<file path="config.mk">
export PLATFORM = sky130hd
export DESIGN_NAME = mem_access_stage
export DESIGN_NICKNAME = d
export VERILOG_FILES = /design/src/rtl/mem_access_stage.sv
export SDC_FILE = /design/constraint.sdc
export NUM_CORES = 1
export LEC_CHECK = 0
export CORE_UTILIZATION = 35
export DETAILED_ROUTE_END_ITERATION = 6
export PLACE_DENSITY = 0.68
export SLEW_MARGIN = 15
export SYNTH_ARGS = -nofsm -noshare
export SYNTH_HDL_FRONTEND = slang
export SYNTH_SLANG_ARGS = --single-unit
</file>
<file path="constraint.sdc">
create_clock -name clk_i -period 1.7 [get_ports clk_i]
set_input_delay 0.425 -clock clk_i [delete_from_list [all_inputs] [get_ports clk_i]]
set_output_delay 0.425 -clock clk_i [all_outputs]
set_load 0.05 [all_outputs]
</file>
<file path="src/rtl/mem_access_stage.sv">
// MEM-stage load/store unit with req/ack data memory handshake.
// Stalls the pipeline during an access and drives the MEM/WB register.
module mem_access_stage #(
  parameter int TIMEOUT = 64
) (
  input  logic        clk_i,
  input  logic        rst_i,
  input  logic        memRead_i,
  input  logic        memWrite_i,
  input  logic        memToReg_i,
  input  logic        regWrite_i,
  input  logic [31:0] aluResult_i,
  input  logic [31:0] rtData_i,
  input  logic [4:0]  wbAddr_i,
  output logic        mem_req_o,
  output logic        mem_we_o,
  output logic [31:0] mem_addr_o,
  output logic [31:0] mem_wdata_o,
  input  logic        mem_ack_i,
  input  logic [31:0] mem_rdata_i,
  output logic        stall_o,
  output logic        regWrite_o,
  output logic        memToReg_o,
  output logic [31:0] aluResult_o,
  output logic [31:0] memData_o,
  output logic [4:0]  wbAddr_o,
  output logic        err_o
);

  localparam int CW = (TIMEOUT > 2) ? $clog2(TIMEOUT) : 1;
  localparam logic [CW-1:0] LAST = CW'(TIMEOUT - 1);

  typedef enum logic {
    S_IDLE,
    S_WAIT
  } state_e;

  state_e      state_q, state_d;
  logic [CW-1:0] cnt_q, cnt_d;
  logic        req_q, req_d;
  logic        we_q, we_d;
  logic [31:0] addr_q, addr_d;
  logic [31:0] wdata_q, wdata_d;
  logic        err_q, err_d;
  logic        rw_q, rw_d;
  logic        mtr_q, mtr_d;
  logic [31:0] alu_q, alu_d;
  logic [31:0] mdata_q, mdata_d;
  logic [4:0]  wb_q, wb_d;
  logic        stall;

  logic access, aligned;
  assign access  = memRead_i | memWrite_i;
  assign aligned = (aluResult_i[1:0] == 2'b00);

  always_comb begin
    state_d = state_q;
    cnt_d   = cnt_q;
    req_d   = req_q;
    we_d    = we_q;
    addr_d  = addr_q;
    wdata_d = wdata_q;
    err_d   = err_q;
    rw_d    = regWrite_i;
    mtr_d   = memToReg_i;
    alu_d   = aluResult_i;
    wb_d    = wbAddr_i;
    mdata_d = mdata_q;
    stall   = 1'b0;
    unique case (state_q)
      S_IDLE: begin
        if (access && !aligned) begin
          err_d = 1'b1;
          rw_d  = 1'b0;
        end else if (access) begin
          stall   = 1'b1;
          state_d = S_WAIT;
          req_d   = 1'b1;
          we_d    = memWrite_i & ~memRead_i;
          addr_d  = aluResult_i;
          wdata_d = rtData_i;
          cnt_d   = '0;
          rw_d    = 1'b0;
          mtr_d   = 1'b0;
        end
      end
      S_WAIT: begin
        if (mem_ack_i) begin
          state_d = S_IDLE;
          req_d   = 1'b0;
          if (!we_q) mdata_d = mem_rdata_i;
        end else if (cnt_q == LAST) begin
          // abort: drop the request, flag it, squash write-back
          state_d = S_IDLE;
          req_d   = 1'b0;
          err_d   = 1'b1;
          rw_d    = 1'b0;
        end else begin
          stall = 1'b1;
          cnt_d = cnt_q + 1'b1;
          rw_d  = 1'b0;
          mtr_d = 1'b0;
        end
      end
      default: ;
    endcase
  end

  always_ff @(posedge clk_i or negedge rst_i) begin
    if (!rst_i) begin
      state_q <= S_IDLE;
      cnt_q   <= '0;
      req_q   <= 1'b0;
      we_q    <= 1'b0;
      addr_q  <= '0;
      wdata_q <= '0;
      err_q   <= 1'b0;
      rw_q    <= 1'b0;
      mtr_q   <= 1'b0;
      alu_q   <= '0;
      mdata_q <= '0;
      wb_q    <= '0;
    end else begin
      state_q <= state_d;
      cnt_q   <= cnt_d;
      req_q   <= req_d;
      we_q    <= we_d;
      addr_q  <= addr_d;
      wdata_q <= wdata_d;
      err_q   <= err_d;
      rw_q    <= rw_d;
      mtr_q   <= mtr_d;
      alu_q   <= alu_d;
      mdata_q <= mdata_d;
      wb_q    <= wb_d;
    end
  end

  assign mem_req_o   = req_q;
  assign mem_we_o    = we_q;
  assign mem_addr_o  = addr_q;
  assign mem_wdata_o = wdata_q;
  assign stall_o     = stall;
  assign regWrite_o  = rw_q;
  assign memToReg_o  = mtr_q;
  assign aluResult_o = alu_q;
  assign memData_o   = mdata_q;
  assign wbAddr_o    = wb_q;
  assign err_o       = err_q;

endmodule

</file>
==> impl_results.md <==
* Outcome: finished with violations
* Failing checks: negative setup slack
* Crit path top cell by count: a21oi_4
* Netlist cell types at 29
* Met3 Use GR at 0.0567
* Multi-input gate area in the final layout at between 1000 and 1500 µm²
* Final ANT Viol Nets at 0
* RSZ-0062 raised after global routing: yes
* Row cnt at 44
* Fill cells at 1218
* Sw power at about 5 mW
* Mapped Area at 5160 µm²
* CP Cell Sequence: clkdlybuf4s50_1, or2_4, a21oi_4, a21oi_4, buf_12
* Clock Tree Root: clkbuf_16
* Ant. Diodes at 0
* # DRC at 0
* PD cells at 1560 nW/µm²
* Fin. max-slew vios at 0
* Post-route insts no fill at 909
* Fin. Hold Viols at 0
* IO buf count at 246
* Top cells by area, synth: dfrtp_1, nand2_1, mux2_2, buf_6, a21oi_1
* Placed insts at 875
* Worst path slowest cell: clkdlybuf4s50_1
* Initial Utilization at 0.356
* Worst Setup End Kind: output pin
* Worst-case clock buffer depth at 2
* Final period utilization at 1.16
* Asr flop ratio synth at 1.00
* Layout cells sized above 1 at 0.331
* WP data arrival at around 1.5 ns
* Crit path buf inv count at 2
* CTS Buf Count at 17
* Setup violators final at 1
* Crit path required time at between 1 and 1.5 ns
* GRT Total Usage at 0.171
* Sw Share at 0.388
* Top cell type by total area after synthesis: dfrtp_1
* Synth Register Bits at around 150
* Cell family with most CP delay: buffers and inverters
* Via count at 4089
* Num ports at 247
* Met1 Track Usage GR at 0.206
* Max Clk Rate at 508 MHz
* Vias in the first global route at a little over 4000
* Sequential area share after synthesis at 0.703
* H-tree levels at 4
* Grt ovf at 0
* Met2 GRT Util at 0.288
* Clock Skews at between 0.005 and 0.006 ns
* Number of DRC markers in iteration 0 at 167
* Max incr delay on CP at 0.42 ns
* Area of the core at roughly 14000 µm²
* Clock sinks at 145
* PnR worst setup slack at -0.267 ns
* Cell with the most instances after synthesis: nand2_1
* CP Class: in2out
* Clock-pin slew on the worst setup and hold paths at 0.06 ns
* Synth top area share at 0.703
* Largest net degree at the start of global routing at 59
* DP HPWL at around 9.7 mm
* Nets at 821
* Period minus WS final at 1.97 ns
* Comb pwr share at 0.374
* Tightest Pin Transition at between 0.3 and 0.4 ns
* 1st-pass router iterations at 6
* Die Footprint at 15200 µm²
* Vias/cell at 4.50
* Leakage at 4.10 nW
* Worst skew pair latency at 0.41 ns
* HP Class: in2reg
* Initial antenna violation count at 0
* Fin area at 8340 µm²
* First-pass GRT wire length at 19.8 mm
* Synth-to-Final Area Change at 61.6%
* Routed wire length per instance at around 14 µm
* Ys flop type: dfrtp_1
* Int Power at 7.95 mW
* Seq pwr share at 0.349
* Maximum vdd ir drop at 0.628 mV
* Syn_nets at around 550
* Max FO, Critical Path at 3
* Clock Power Share at 0.277
* Synth warn at 0
* Most Crowded Layer GR: met2
* Chip height at 123 µm
* Number of synthesized flops with an enable pin at 0
* Final WL at approximately 13 mm
* Worst rel slew slack at 0.798
* CTS tree: done
* Synth cell count leaders: nand2_1, dfrtp_1, mux2_2, a21oi_1, buf_2
* Area after DPL at 7720 µm²
* Final estimated routing congestion in global placement at ~0.82
* Max-cap violations at 0
* Cells after Synth at around 440
* Final total power at between 10 and 15 mW
* Synthesized area per cell at 11.8 µm²
* Crit path launch type: input port
* Die width at approximately 120 µm
* Register Area at 3630 µm²
## worst reg2reg max path: stages, from the launching register on
cell and delay, ns:
dfrtp_2 0.44, nor3_4 0.24, buf_4 0.17, and2_2 0.24
buf_12 0.20, nand2_1 0.09, nand2_1 0.06
## cell families after synthesis
group,share of synthesized area
simple gates,0.169
flops,0.703
mux,0.0718
compound gates,0.0279
buf+inv,0.0262
fa+ha+maj,0.00242
## timing repair
item,4_1_cts,5_1_grt
pin swaps,3,2
setup endpoints to repair,1,1
hold buffers,1,0
buffers inserted,1,0
gates resized for setup,3,5
hold endpoints to repair,18,0
## state kept, by name (all words and copies together), names as in the netlist
signal,flops
mem_addr_o,32
regWrite_o,1
mem_wdata_o,32
mem_req_o,1
mem_we_o,1
state_q,1
memToReg_o,1
err_o,1
memData_o,32
aluResult_o,32
wbAddr_o,5
cnt_q,6
## layout make-up
class	instances	share of cell area
Tap cell	184	0.0276
Sequential cell	145	0.435
Clock buffer	20	0.0536
Clock inverter	12	0.0161
Timing Repair Buffer	273	0.295
Inverter	1	0.000450
Multi-Input combinational cell	274	0.172
## layer usage
layer | wire length, µm | up-vias | share of wire
li1 | - | 1945 | -
met1 | 5280 | 1978 | 0.41
met2 | 6470 | 149 | 0.50
met3 | 976 | 17 | 0.076
met4 | 169 | 0 | 0.013
met5 | 0 | - | 0
## power groups by stage
stage               logic [mW]  registers, mW  clock network (mW)
floorplan                0.687           6.94                   0
global placement          4.85           4.55                   0
detailed placement        4.90           4.59                   0
CTS                       4.91           4.54                3.69
global route              5.10           4.62                3.88
finish                    4.86           4.53                3.60
## layout by cell type, fill, tap and decap left out, types with 3 or more instances in the layout
cell,instances
clkdlybuf4s50_1,105
o21ai_0,4
nand3_1,5
a211o_1,3
nand2_1,192
mux2_2,32
buf_12,11
clkbuf_16,17
nor2_1,3
nor2b_1,3
dfrtp_1,144
buf_4,154
a21oi_1,8
clkinvlp_4,5
## stage by stage
stage / worst slack, ns / TNS, ns / util / hold slack (ns)
floorplan: 0.0600 / 0 / - / 0.129
detailed placement: -0.303 / -21.92 / 0.533 / 0.288
global placement: -0.323 / -20.34 / 0.533 / 0.288
global route: -0.323 / -0.323 / 0.576 / 0.230
finish: -0.267 / -0.267 / 0.576 / 0.233
CTS: -0.293 / -0.293 / 0.575 / 0.412
## worst paths after layout
path / start / to / slack [ns] / cells after the start
min in group asynchronous: rst_i / aluResult_o[5]$_DFF_PN0_ / 0.43 / 2
max reg2reg: state_q$_DFF_PN0_ / mem_wdata_o[26]$_DFFE_PN0P_ / 0.19 / 6
max in group asynchronous: rst_i / state_q$_DFF_PN0_ / 0.69 / 3
max: memWrite_i / stall_o / -0.27 / 5
min: aluResult_i[1] / aluResult_o[1]$_DFF_PN0_ / 0.23 / 1
min reg2reg: mem_addr_o[22]$_DFFE_PN0P_ / mem_addr_o[22]$_DFFE_PN0P_ / 0.47 / 2
(Power assumes the default switching activity.)
